[src/rtl/score_pkg.sv]
// Shared types, glyph geometry and BCD helper for the score display block.
package score_pkg;

  typedef enum logic [1:0] {
    IDLE = 2'd0,
    RUN  = 2'd1,
    OVER = 2'd2
  } state_t;

  localparam int GLYPH_W    = 8;
  localparam int GLYPH_H    = 16;
  localparam int MAX_DIGITS = 5;

  // Decimal +1 over the low nd digits; an all-9s value is returned unchanged.
  function automatic logic [4*MAX_DIGITS-1:0] bcd_inc(
    input logic [4*MAX_DIGITS-1:0] v,
    input int                      nd
  );
    logic [4*MAX_DIGITS-1:0] r;
    logic                    carry;
    logic                    all9;
    r     = v;
    carry = 1'b1;
    all9  = 1'b1;
    for (int i = 0; i < MAX_DIGITS; i++) begin
      if (i < nd) begin
        if (v[4*i +: 4] != 4'd9) all9 = 1'b0;
        if (carry) begin
          if (v[4*i +: 4] == 4'd9) begin
            r[4*i +: 4] = 4'd0;
          end else begin
            r[4*i +: 4] = v[4*i +: 4] + 4'd1;
            carry       = 1'b0;
          end
        end
      end
    end
    return all9 ? v : r;
  endfunction

endpackage

[src/rtl/digits_rom.sv]
// 8x16 seven-segment style digit font; address = digit*16 + row, bit 7 is the leftmost column.
module digits_rom (
  input  logic [7:0] addr,
  output logic [7:0] data
);

  logic [6:0] seg;
  logic [3:0] row;

  always_comb begin
    row = addr[3:0];
    // Segment order gfedcba.
    case (addr[7:4])
      4'd0:    seg = 7'h3F;
      4'd1:    seg = 7'h06;
      4'd2:    seg = 7'h5B;
      4'd3:    seg = 7'h4F;
      4'd4:    seg = 7'h66;
      4'd5:    seg = 7'h6D;
      4'd6:    seg = 7'h7D;
      4'd7:    seg = 7'h07;
      4'd8:    seg = 7'h7F;
      4'd9:    seg = 7'h6F;
      default: seg = 7'h00;
    endcase
    data = 8'h00;
    if (row < 4'd2)
      data = seg[0] ? 8'h7E : 8'h00;
    else if (row < 4'd7)
      data = (seg[5] ? 8'hC0 : 8'h00) | (seg[1] ? 8'h03 : 8'h00);
    else if (row < 4'd9)
      data = seg[6] ? 8'h7E : 8'h00;
    else if (row < 4'd14)
      data = (seg[4] ? 8'hC0 : 8'h00) | (seg[2] ? 8'h03 : 8'h00);
    else
      data = seg[3] ? 8'h7E : 8'h00;
  end

endmodule

[src/rtl/score_keeper_field.sv]
// Renders one NUM_DIGITS-wide BCD field at a fixed screen position; one glyph ROM shared by all slots.
module score_keeper_field
  import score_pkg::*;
#(
  parameter int         NUM_DIGITS = 3,
  parameter int         SCALE      = 3,
  parameter logic [9:0] FIELD_X    = 10'd0,
  parameter logic [9:0] FIELD_Y    = 10'd0
) (
  input  logic [9:0]              draw_x,
  input  logic [9:0]              draw_y,
  input  logic [4*NUM_DIGITS-1:0] bcd,
  output logic                    lit
);

  localparam logic [11:0] FIELD_W  = 12'(NUM_DIGITS * GLYPH_W * SCALE);
  localparam logic [11:0] FIELD_H  = 12'(GLYPH_H * SCALE);
  localparam logic [11:0] SCALE_W  = 12'(SCALE);
  localparam int          COL_BITS = $clog2(GLYPH_W);

  logic [11:0]           dx;
  logic [11:0]           dy;
  logic [11:0]           gx;
  logic [3:0]            gy;
  logic [11:0]           slot;
  logic [COL_BITS-1:0]   col;
  logic                  in_box;
  logic [NUM_DIGITS-1:0] shown;
  logic [3:0]            sel_digit;
  logic                  sel_shown;
  logic [7:0]            rom_data;

  always_comb begin
    dx     = {2'b00, draw_x} - {2'b00, FIELD_X};
    dy     = {2'b00, draw_y} - {2'b00, FIELD_Y};
    in_box = (draw_x >= FIELD_X) && (draw_y >= FIELD_Y) && (dx < FIELD_W) && (dy < FIELD_H);
    gx     = dx / SCALE_W;
    gy     = 4'(dy / SCALE_W);
    slot   = gx >> COL_BITS;
    col    = gx[COL_BITS-1:0];
  end

  // Leading-zero blanking: a digit is drawn if it or any more significant digit is nonzero.
  always_comb begin
    for (int i = 0; i < NUM_DIGITS; i++)
      shown[i] = (i == 0) || ((bcd >> (4 * i)) != '0);
  end

  // Slot 0 is the leftmost glyph, i.e. the most significant digit.
  always_comb begin
    sel_digit = 4'd0;
    sel_shown = 1'b0;
    for (int i = 0; i < NUM_DIGITS; i++) begin
      if (slot == 12'(NUM_DIGITS - 1 - i)) begin
        sel_digit = bcd[4*i +: 4];
        sel_shown = shown[i];
      end
    end
  end

  digits_rom u_rom (
    .addr ({sel_digit, gy}),
    .data (rom_data)
  );

  assign lit = in_box && sel_shown && rom_data[~col];

endmodule

[src/rtl/score_keeper.sv]
// Run score counter with high-score tracking, record blink and on-screen BCD rendering.
module score_keeper
  import score_pkg::*;
#(
  parameter int         NUM_DIGITS  = 3,
  parameter int         UNIT_FRAMES = 30,
  parameter int         SCALE       = 3,
  parameter logic [9:0] SCORE_X     = 10'd560,
  parameter logic [9:0] SCORE_Y     = 10'd10,
  parameter logic [9:0] HI_X        = 10'd560,
  parameter logic [9:0] HI_Y        = 10'd60,
  parameter int         BLINK_TICKS = 8
) (
  input  logic                    Clk,
  input  logic                    Reset_n,
  input  logic                    frame_tick,
  input  logic                    playing,
  input  logic [9:0]              DrawX,
  input  logic [9:0]              DrawY,
  output logic                    is_score,
  output logic                    is_hiscore,
  output logic [4*NUM_DIGITS-1:0] score_bcd,
  output logic [4*NUM_DIGITS-1:0] hiscore_bcd,
  output logic                    new_record
);

  localparam int SCORE_W = 4 * NUM_DIGITS;

  state_t                  state;
  state_t                  state_nxt;
  logic                    enter_run;
  logic                    enter_over;
  logic [7:0]              prescaler;
  logic                    unit_done;
  logic [4*MAX_DIGITS-1:0] score_wide;
  logic [SCORE_W-1:0]      score_inc;
  logic [7:0]              blink_cnt;
  logic                    blink_off;
  logic                    score_lit;
  logic                    hi_lit;

  always_ff @(posedge Clk or negedge Reset_n) begin
    if (!Reset_n) state <= IDLE;
    else          state <= state_nxt;
  end

  always_comb begin
    state_nxt  = state;
    enter_run  = 1'b0;
    enter_over = 1'b0;
    case (state)
      IDLE:    if (playing)  state_nxt = RUN;
      RUN:     if (!playing) state_nxt = OVER;
      OVER:    if (playing)  state_nxt = RUN;
      default: state_nxt = IDLE;
    endcase
    enter_run  = (state != RUN) && (state_nxt == RUN);
    enter_over = (state == RUN) && (state_nxt == OVER);
  end

  assign unit_done = (prescaler == 8'(UNIT_FRAMES - 1));

  always_comb begin
    score_wide              = '0;
    score_wide[SCORE_W-1:0] = score_bcd;
    score_inc               = SCORE_W'(bcd_inc(score_wide, NUM_DIGITS));
  end

  // A tick coinciding with the end of the run is dropped.
  always_ff @(posedge Clk or negedge Reset_n) begin
    if (!Reset_n) begin
      score_bcd <= '0;
      prescaler <= '0;
    end else if (enter_run) begin
      score_bcd <= '0;
      prescaler <= '0;
    end else if ((state == RUN) && !enter_over && frame_tick) begin
      if (unit_done) begin
        prescaler <= '0;
        score_bcd <= score_inc;
      end else begin
        prescaler <= prescaler + 8'd1;
      end
    end
  end

  always_ff @(posedge Clk or negedge Reset_n) begin
    if (!Reset_n) begin
      hiscore_bcd <= '0;
      new_record  <= 1'b0;
      blink_cnt   <= '0;
      blink_off   <= 1'b0;
    end else if (enter_run) begin
      new_record <= 1'b0;
    end else if (enter_over) begin
      if (score_bcd > hiscore_bcd) begin
        hiscore_bcd <= score_bcd;
        new_record  <= 1'b1;
        blink_cnt   <= '0;
        blink_off   <= 1'b0;
      end
    end else if (new_record && frame_tick) begin
      if (blink_cnt == 8'(BLINK_TICKS - 1)) begin
        blink_cnt <= '0;
        blink_off <= ~blink_off;
      end else begin
        blink_cnt <= blink_cnt + 8'd1;
      end
    end
  end

  score_keeper_field #(
    .NUM_DIGITS (NUM_DIGITS),
    .SCALE      (SCALE),
    .FIELD_X    (SCORE_X),
    .FIELD_Y    (SCORE_Y)
  ) u_score_field (
    .draw_x (DrawX),
    .draw_y (DrawY),
    .bcd    (score_bcd),
    .lit    (score_lit)
  );

  score_keeper_field #(
    .NUM_DIGITS (NUM_DIGITS),
    .SCALE      (SCALE),
    .FIELD_X    (HI_X),
    .FIELD_Y    (HI_Y)
  ) u_hi_field (
    .draw_x (DrawX),
    .draw_y (DrawY),
    .bcd    (hiscore_bcd),
    .lit    (hi_lit)
  );

  assign is_score   = score_lit;
  assign is_hiscore = hi_lit && !score_lit && !(new_record && blink_off);

endmodule
[config.mk]
export PLATFORM = sky130hd
export DESIGN_NAME = score_keeper
export DESIGN_NICKNAME = d
export VERILOG_FILES = /design/src/rtl/score_pkg.sv /design/src/rtl/digits_rom.sv /design/src/rtl/score_keeper_field.sv /design/src/rtl/score_keeper.sv
export SDC_FILE = /design/constraint.sdc
export NUM_CORES = 1
export LEC_CHECK = 0
export ABC_CLOCK_PERIOD_IN_PS = 6500
export BUFFER_PORTS_ARGS = -buffer_cell sky130_fd_sc_hd__buf_2
export CAP_MARGIN = 10
export CORE_ASPECT_RATIO = 0.5
export CORE_MARGIN = 2
export CORE_UTILIZATION = 25
export CTS_BUF_LIST = sky130_fd_sc_hd__clkbuf_8
export CTS_CLUSTER_SIZE = 28
export DETAILED_ROUTE_END_ITERATION = 16
export GPL_ROUTABILITY_DRIVEN = 0
export MAX_ROUTING_LAYER = met4
export PLACE_DENSITY_LB_ADDON = 0.08
export SLEW_MARGIN = 20
export SYNTH_ARGS = -nofsm -noshare
export SYNTH_HDL_FRONTEND = slang
export SYNTH_SLANG_ARGS = --single-unit
[constraint.sdc]
create_clock -name Clk -period 6.5 [get_ports Clk]
set_input_delay 0.325 -clock Clk [delete_from_list [all_inputs] [get_ports Clk]]
set_output_delay 0.325 -clock Clk [all_outputs]
set_load 0.05 [all_outputs]
==> results by group, run 1 <==
STA
  • Fmax: 0.165 GHz
  • Worst slew pin tran: 0.968 ns
  • Final setup TNS: 0 ns
  • Final hold violation count: 0
  • Min Clock Period, post-route: 6.05 ns
  • Final setup vio count: 0
  • Fin crit share: 93.1%
  • RSZ-0062 raised after global routing: no
  • Pins Over Slew Limit: 0
  • Min setup slack post-route: 0.450 ns
  • Max-slew headroom: 35.3%
  • Worst Skew: 0.00813 ns

Logic synthesis
  • Syn nets: 1031
  • Top cell type's share of synthesized area: 15.4%
  • Seq cells post-synth: 44
  • Area leader, netlist: dfrtp_1
  • Post-synthesis sequential area ratio: 15.4%
  • Yosys synthesis warning count: 0
  • Cell variety after synth: 100
  • Cell area after synthesis: 7140 um^2
  • Synth top cells by count: nor2_1, nand2_1, o21ai_0
  • Syn Area/Cell: 7.44 um^2
  • Async S/R FF share, synth: 100%
  • Predominant post-synthesis flop cell: dfrtp_1
  • Synth Instances: 959
  • EDFF count, synth: 0
  • Synth area leaders: dfrtp_1, ha_1, o21ai_0, nor2_1, nand2_1
  • Most common cell in the netlist: nor2_1

Worst setup path
  • Endpoint arrival time on the critical path: 5.72 ns
  • Critical Path RT: 6.17 ns
  • Slowest stage delay, CP: 0.55 ns
  • Worst path slowest cell: a311oi_1
  • Crit Path Class: in -> out
  • CP Cell Sequence: buf_2 > inv_1 > ha_1 > nor2b_1 > o31ai_1 > nand2_1 > o22ai_1 > a311oi_1 > nor3_2 > nor2_2 > o211ai_1 > a21boi_0 > ha_1 > a21oi_1 > nand3_1 > o21a_1 > a211oi_1 > a311oi_1 > o311a_1 > o211a_1 > a311oi_2 > buf_2
  • CP Launch Type: input port
  • Crit path capture type: primary output
  • Max FO, Critical Path: 14

Global route
  • Initial antenna violation count: 1
  • Vias in the first global route: 6917
  • Total track usage: 15.8%
  • Largest net degree at the start of global routing: 45
  • Total grt overflow: 0
  • First-pass GRT wire length: 38.0 mm

Clock network
  • CTS Buf Count: 5
  • Resize count post-CTS: 0
  • CTS Sinks: 44
  • H-tree Lvls: 2
  • Clock root buffer: clkbuf_8
  • Skew-Pair Late Insertion Delay: 0.30 ns
  • Clock-pin slew on the worst setup and hold paths: 0.08 ns
  • Cts hold-fix bufs: 0
  • CTS tree: yes
  • Clk buf depth: 2
  • Postcts setup bufs: 0

Power and ir drop
  • Sw Share: 49.7%
  • Maximum VDD drop: 147 uV
  • P_sw: 684 uW
  • Leakage: 0.00319 uW
  • Power Dens Cells: 174 nW/um^2
  • Comb pwr share: 59.6%
  • Clock power share: 12.9%
  • Seq pwr share: 27.5%
  • Internal power: 693 uW

Layout
  • Area delta synth->final: 10.7%
  • Fraction of final layout cells sized beyond drive strength 1: 13.2%
  • Nets: 1053
  • Post-route insts no fill: 1365
  • Finished Cell Area: 7900 um^2
  • Fillcell total: 3111

Placement
  • Dpl hpwl: 17.4 mm
  • # port buffers: 50
  • DP Worst Slack: 0.366 ns
  • Placed cell count: 1356
  • Placed cell areas: 7780 um^2

Job
  • Max Cap Viol: 0

Status
  • Run status: complete, no violations

Die
  • Row Count: 43
  • Initial Util: 25.6%
  • Io pins: 51
  • Die Ht: 123 um
  • DIE AREA: 30000 um^2
  • Core Area: 27900 um^2
  • Die width: 243 um

Hold path
  • Worst Hold Class: in -> async

Routing
  • Vias: 7333
  • Drt first pass iters: 5
  • Post-DR wirelength/cell: 17.0 um
  • Initial DRC count: 506
  • DRC Markers: 0
  • WL final: 23.1 mm
  • Via density: 5.37
  • Post-route ant nets: 0
layer usage:
metal / vias to the layer above / global-route usage (%) / part of all wire, %
li1: 3672 / - / -
met1: 3483 / 21.9 / 50
met2: 154 / 25.1 / 45
met3: 24 / 1.50 / 3.6
met4: 0 / 3.22 / 1.3
met5: - / - / 0
kinds of logic after synthesis:
kind of cell | after synthesis | synth area share [%]
AND/OR/NAND/NOR | 378 | 28.2
AO/OA/AOI/OAI | 318 | 32.2
buffers and inverters | 102 | 6.22
XOR/XNOR | 46 | 6.05
flip-flops | 44 | 15.4
multiplexers | 22 | 3.28
adder cells (fa/ha/maj) | 49 | 8.56
worst max-delay path: cells and delay by family:
| kind | cells | cell delay [ns] |
|---|---|---|
| buf+inv | 3 | 0.77 |
| compound gates | 12 | 2.64 |
| fa+ha+maj | 2 | 0.59 |
| simple gates | 5 | 1.36 |
metrics by stage:
stage	hold slack [ns]	util [%]	power, uW
after floorplan	0.0294	-	976
after global routing	0.0568	28.3	1510
after global placement	0.510	27.9	1200
after detailed placement	0.503	27.9	1200
after CTS	0.207	28.2	1390
final	0.0130	28.3	1380
final timing paths:
path	from	slack (ns)	cells after the start	endpoint
min in group Clk	playing	0.22	2	state[1]$_DFF_PN0_
max in group asynchronous	Reset_n	6.06	1	score_bcd[2]$_DFFE_PN0P_
min reg2reg	blink_cnt[3]$_DFFE_PN0P_	0.52	1	blink_cnt[3]$_DFFE_PN0P_
min	Reset_n	0.01	1	prescaler[3]$_DFFE_PN0P_
max reg2reg	state[0]$_DFF_PN0_	3.30	8	score_bcd[11]$_DFFE_PN0P_
max	DrawY[1]	0.45	22	is_hiscore
cell usage in the layout, fill, tap and decap left out, types with 26 or more instances in the layout:
cell type,Yosys,layout
nor2_1,85,84
o21ai_0,81,81
nand3_1,26,26
xnor2_1,27,27
nor3_1,30,30
ha_1,48,47
a21oi_1,37,37
buf_2,25,49
inv_1,40,42
nand2_1,81,81
dfrtp_1,44,44
area by class of cell:
| cell class | count | area [um^2] | share of cell area (%) |
|---|---|---|---|
| well taps | 382 | 478 | 6.05 |
| diodes | 1 | 2.50 | 0.0317 |
| clock buffers | 6 | 82.6 | 1.05 |
| repair buffers | 74 | 445 | 5.64 |
| clock inverters | 2 | 7.51 | 0.0951 |
| flip-flops and latches | 44 | 1100 | 13.9 |
| multi-input cells | 813 | 5620 | 71.2 |
| inverters | 43 | 161 | 2.04 |
registers in the layout (all words and copies together) (netlist names):
register,count
new_record,1
prescaler,8
state,2
score_bcd,12
hiscore_bcd,12
blink_off,1
blink_cnt,8
power by group through the flow:
| stage | Clock, uW | Combinational [uW] | Sequential, uW |
|---|---|---|---|
| 2_1_floorplan | 0 | 543 | 433 |
| 3_3_place_gp | 0 | 813 | 387 |
| 3_5_place_dp | 0 | 810 | 386 |
| 4_1_cts | 192 | 815 | 381 |
| 5_1_grt | 202 | 915 | 389 |
| 6_report | 178 | 820 | 378 |
Note: power is estimated with default switching activity, not from simulation.
==> run 2, diff against run 1 <==
--- a/config.mk
+++ b/config.mk
@@ -8,15 +8,17 @@
 export ABC_CLOCK_PERIOD_IN_PS = 6500
 export BUFFER_PORTS_ARGS = -buffer_cell sky130_fd_sc_hd__buf_2
 export CAP_MARGIN = 10
+export CELL_PAD_IN_SITES_DETAIL_PLACEMENT = 1
+export CELL_PAD_IN_SITES_GLOBAL_PLACEMENT = 2
 export CORE_ASPECT_RATIO = 0.5
 export CORE_MARGIN = 2
 export CORE_UTILIZATION = 25
 export CTS_BUF_LIST = sky130_fd_sc_hd__clkbuf_8
-export CTS_CLUSTER_SIZE = 28
 export DETAILED_ROUTE_END_ITERATION = 16
 export GPL_ROUTABILITY_DRIVEN = 0
 export MAX_ROUTING_LAYER = met4
 export PLACE_DENSITY_LB_ADDON = 0.08
+export REMOVE_ABC_BUFFERS = 1
 export SLEW_MARGIN = 20
 export SYNTH_ARGS = -nofsm -noshare
 export SYNTH_HDL_FRONTEND = slang
==> results by group, run 2 (synthesis gave the netlist of run 1 again) <==
Status
  • Run status: complete, no violations

STA
  • Final setup vio count: 0
  • RSZ-0062 raised after global routing: no
  • Fin crit share: 93.1%
  • Min setup slack post-route: 0.447 ns
  • Final hold violation count: 0
  • Worst slew pin tran: 0.945 ns
  • Fmax: 0.165 GHz
  • Worst Skew: 0.00804 ns
  • Min Clock Period, post-route: 6.05 ns
  • Max-slew headroom: 36.8%
  • Pins Over Slew Limit: 0

Die
  • Io pins: 51
  • Row Count: 43
  • Die Ht: 123 um
  • Core Area: 27900 um^2
  • Die width: 243 um
  • DIE AREA: 30000 um^2
  • Initial Util: 25.6%

Layout
  • Nets: 1058
  • Most common cell after layout, fill and taps aside: nor2_1
  • Top flop regs: hiscore_bcd: 12 flops, score_bcd: 12 flops
  • Fraction of final layout cells sized beyond drive strength 1: 13.8%
  • Area delta synth->final: 11.4%
  • Highest-count cells in the layout ignoring fill and taps: nor2_1, nand2_1, o21ai_0, ha_1, buf_2
  • Fillcell total: 3465
  • # diodes: 0

Clock network
  • Clock root buffer: clkbuf_8
  • H-tree Lvls: 2
  • Clock-pin slew on the worst setup and hold paths: 0.10 ns
  • Skew-Pair Late Insertion Delay: 0.32 ns
  • CTS Buf Count: 5
  • CTS Sinks: 44
  • CTS tree: yes
  • Cts hold-fix bufs: 0
  • Clk buf depth: 2
  • Postcts setup bufs: 0

Routing
  • DRC Markers: 0
  • Via density: 5.47
  • Post-route ant nets: 0
  • Post-DR wirelength/cell: 18.7 um
  • Vias: 7494
  • WL final: 25.5 mm
  • Initial DRC count: 461
  • Drt first pass iters: 4

Placement
  • DP Worst Slack: 0.391 ns
  • # port buffers: 50
  • Dpl hpwl: 19.3 mm

Worst setup path
  • Critical Path Start: DrawY[1]
  • Crit path capture type: primary output
  • Reg2reg start: score_bcd[1]$_DFFE_PN0P_
  • Endpoint arrival time on the critical path: 5.73 ns
  • CP Launch Type: input port
  • Crit Path Class: in -> out
  • Critical Path RT: 6.17 ns
  • Max FO, Critical Path: 16

Power and ir drop
  • Leakage: 0.00322 uW
  • Power Dens Cells: 183 nW/um^2
  • Overall power: 1450 uW
  • Maximum VDD drop: 140 uV

Global route
  • Total track usage: 17.7%
  • Largest net degree at the start of global routing: 45
  • Total grt overflow: 0
  • Initial antenna violation count: 0
  • Vias in the first global route: 7449
  • First-pass GRT wire length: 41.7 mm

Job
  • Max Cap Viol: 0

Hold path
  • Worst Hold Class: in -> async
## run 2: final timing paths
| path | end | slack, ns | cells past startpoint |
|---|---|---|---|
| max in group asynchronous | hiscore_bcd[5]$_DFFE_PN0P_ | 6.09 | 1 |
| worst max register to register | blink_off$_DFFE_PN0P_ | 3.04 | 12 |
| worst min-delay path | score_bcd[10]$_DFFE_PN0P_ | 0.01 | 1 |
| worst min register to register | blink_cnt[3]$_DFFE_PN0P_ | 0.52 | 1 |
| worst max-delay path | is_hiscore | 0.45 | 23 |
| min in group Clk | state[1]$_DFF_PN0_ | 0.22 | 2 |
## run 2: report_power, final
part | internal [uW] | switching [uW]
clock | 126 | 109
combinational | 307 | 529
sequential | 307 | 75.1
total | 740 | 713
## run 2: what timing repair did
action                                  in CTS  in global routing
resized for setup                            0                  4
endpoints found under the hold margin        0                  0
endpoints found under the setup margin       0                  1
## run 2: area by class of cell
type	count	area, um^2	area share, %
multi-input cells	813	5600	70.5
inverters	43	161	2.03
well taps	382	478	6.01
clock buffers	6	82.6	1.04
repair buffers	79	485	6.11
clock inverters	2	38.8	0.488
flip-flops and latches	44	1100	13.8
## run 2: per-layer routing
metal,global-route usage (%),up-vias,part of all wire [%]
li1,-,3682,-
met1,24.3,3692,51
met2,28.6,92,46
met3,1.54,28,2.0
met4,3.37,0,1.3
met5,-,-,0
## run 2: through the flow
| step | hold slack, ns | instances | setup TNS [ns] | area, um^2 | utilization, % |
|---|---|---|---|---|---|
| final | 0.0113 | 1369 | 0 | 7950 | 28.5 |
| after floorplan | 0.0294 | 900 | -0.203 | 6850 | - |
| after global routing | 0.0401 | 1369 | 0 | 7950 | 28.5 |
| after CTS | 0.208 | 1369 | 0 | 7930 | 28.5 |
| after detailed placement | 0.503 | 1361 | 0 | 7810 | 28.0 |
| after global placement | 0.499 | 1361 | 0 | 7810 | 28.0 |
## run 2: critical path: stages
cell and delay, ns:
buf_2 0.11, inv_1 0.16, ha_1 0.36, nor2b_2 0.14, o21ai_0 0.48, a211oi_1 0.15, o311ai_0 0.59, and3_1 0.32
o311ai_2 0.11, buf_4 0.22, nand2_1 0.10, o211ai_1 0.13, a21boi_0 0.17, ha_1 0.26, a21oi_1 0.12, nand3_1 0.16
o21a_1 0.25, a211oi_1 0.23, a311oi_1 0.08, o311a_1 0.37, o211a_1 0.24, a311oi_1 0.32, clkbuf_4 0.32
==> run 3, diff against run 2 <==
--- a/config.mk
+++ b/config.mk
@@ -7,7 +7,7 @@
 export LEC_CHECK = 0
 export ABC_CLOCK_PERIOD_IN_PS = 6500
 export BUFFER_PORTS_ARGS = -buffer_cell sky130_fd_sc_hd__buf_2
-export CAP_MARGIN = 10
+export CAP_MARGIN = 40
 export CELL_PAD_IN_SITES_DETAIL_PLACEMENT = 1
 export CELL_PAD_IN_SITES_GLOBAL_PLACEMENT = 2
 export CORE_ASPECT_RATIO = 0.5
@@ -17,7 +17,7 @@
 export DETAILED_ROUTE_END_ITERATION = 16
 export GPL_ROUTABILITY_DRIVEN = 0
 export MAX_ROUTING_LAYER = met4
-export PLACE_DENSITY_LB_ADDON = 0.08
+export PLACE_DENSITY_LB_ADDON = 0.1
 export REMOVE_ABC_BUFFERS = 1
 export SLEW_MARGIN = 20
 export SYNTH_ARGS = -nofsm -noshare
==> results by group, run 3 (synthesis gave the netlist of run 1 again) <==
Global route
  • Total track usage: 17.6%
  • Initial antenna violation count: 0
  • Vias in the first global route: 7524
  • Total grt overflow: 0
  • First-pass GRT wire length: 42.0 mm
  • Largest net degree at the start of global routing: 36

STA
  • Final setup vio count: 0
  • Worst slew pin tran: 0.743 ns
  • Max-slew headroom: 50.4%
  • Fmax: 0.169 GHz
  • Final hold violation count: 0
  • Min Clock Period, post-route: 5.92 ns
  • Pins Over Slew Limit: 0
  • RSZ-0062 raised after global routing: no
  • Final setup TNS: 0 ns
  • Worst Skew: 0.00690 ns
  • Fin crit share: 91.0%

Die
  • Initial Util: 25.6%
  • Io pins: 51
  • DIE AREA: 30000 um^2
  • Die Ht: 123 um
  • Row Count: 43
  • Die width: 243 um
  • Core Area: 27900 um^2

Placement
  • # port buffers: 50
  • Dpl hpwl: 19.4 mm

Power and ir drop
  • Overall power: 1460 uW
  • Comb pwr share: 57.8%
  • Leakage: 0.00322 uW
  • Sw Share: 49.2%
  • Clock power share: 16.0%
  • Internal power: 741 uW
  • Seq pwr share: 26.2%
  • P_sw: 719 uW
  • Power Dens Cells: 183 nW/um^2
  • Maximum VDD drop: 118 uV

Hold path
  • Hold endpoint: state[1]$_DFF_PN0_
  • Worst Hold Class: in -> reg
  • Hold path start: playing
  • Worst hold stages: 2

Layout
  • Area delta synth->final: 11.7%
  • Most common cell after layout, fill and taps aside: nor2_1
  • # diodes: 0
  • Highest-count cells in the layout ignoring fill and taps: nor2_1, nand2_1, o21ai_0, buf_2, ha_1
  • Nets: 1055
  • Top flop regs: hiscore_bcd: 12 flops, score_bcd: 12 flops
  • Fillcell total: 3405
  • Fraction of final layout cells sized beyond drive strength 1: 13.7%

Routing
  • Via density: 5.49
  • Initial DRC count: 401
  • Met1 WL: 13.0 mm
  • Post-route ant nets: 0
  • Metal2 WL: 11.8 mm
  • Post-DR wirelength/cell: 18.8 um
  • Vias: 7501
  • DRC Markers: 0
  • Metal3 WL: 650 um
  • WL final: 25.7 mm
  • Top sig layer: met4
  • Drt first pass iters: 5

Worst setup path
  • Critical Path RT: 6.17 ns
  • Max FO, Critical Path: 16
  • CP Launch Type: input port
  • Crit Path Class: in -> out
  • R2R cell count: 13
  • Endpoint arrival time on the critical path: 5.59 ns
  • Reg2reg setup slack: 3.11 ns
  • Reg2reg start: score_bcd[1]$_DFFE_PN0P_
  • Crit path capture type: primary output
  • Reg2reg end: blink_off$_DFFE_PN0P_

Status
  • Run status: complete, no violations

Clock network
  • Clk buf depth: 2
  • Clock root buffer: clkbuf_8
  • CTS Sinks: 44
  • CTS Buf Count: 5
  • CTS tree: yes
  • H-tree Lvls: 2
  • Clock-pin slew on the worst setup and hold paths: 0.09 ns
  • Skew-Pair Late Insertion Delay: 0.31 ns

Job
  • Max Cap Viol: 0
-- run 3: cell count changes in the layout (fill, tap and decap cells not counted), sizes merged --
cell / delta
buf: -3
clkbuf: -1
dlygate4sd3: +1
-- run 3: final cells by class --
class                   count  area, um^2  share of cell area [%]
flip-flops and latches     44        1100                    13.8
clock inverters             2        38.8                   0.486
inverters                  43         161                    2.02
repair buffers             76         470                    5.90
multi-input cells         813        5640                    70.8
clock buffers               6        82.6                    1.04
well taps                 382         478                    5.99
-- run 3: per-layer routing --
layer	GRT usage [%]	up-vias
met4	2.30	0
li1	-	3678
met5	-	-
met2	28.9	106
met3	1.35	23
met1	24.5	3694
-- run 3: critical path: stages --
cell and delay [ns]:
buf_2 0.28, inv_1 0.20, ha_1 0.35, nand2b_1 0.26
a31oi_1 0.37, nor4_1 0.15, a21o_1 0.23, a311oi_2 0.40
o311ai_2 0.19, buf_4 0.23, nand2_1 0.10, o211ai_1 0.12
a21boi_0 0.16, ha_1 0.25, a21oi_1 0.13, nand3_1 0.13
o21a_1 0.24, a211oi_1 0.26, a311oi_1 0.08, o311a_1 0.37
o211a_1 0.26, a311oi_1 0.19, buf_2 0.30
-- run 3: power groups by stage --
stage | sequential (uW) | combinational, uW | clock [uW]
final | 382 | 844 | 233
after global routing | 394 | 945 | 256
after CTS | 384 | 844 | 243
after detailed placement | 389 | 837 | 0
after global placement | 388 | 832 | 0
after floorplan | 433 | 507 | 0
-- run 3: how the worst max path moves through the flow --
stage,start,endpoint,slack [ns],cells past startpoint
detailed placement,DrawY[1],is_hiscore,0.37,22
global route,DrawY[1],is_hiscore,0.04,22
finish,DrawY[1],is_hiscore,0.58,23
floorplan,DrawX[4],is_hiscore,-0.20,21
global placement,DrawY[3],is_hiscore,0.45,21
CTS,DrawY[1],is_hiscore,0.35,22
-- run 3: repair_timing --
item | 4_1_cts | 5_1_grt
hold buffers | 1 | 0
hold endpoints to repair | 19 | 0
endpoints found under the setup margin | 0 | 1
resized for setup | 0 | 11
setup buffers | 0 | 0
-- run 3: per-stage QoR --
stage	instance area, um^2	setup WS [ns]	hold slack (ns)	util (%)	cells
after floorplan	6850	-0.203	0.0294	-	900
after CTS	7920	0.349	0.226	28.4	1366
after detailed placement	7790	0.374	0.334	28.0	1357
after global routing	7970	0.0352	0.232	28.6	1366
final	7970	0.584	0.228	28.6	1366
after global placement	7770	0.446	0.502	27.9	1355
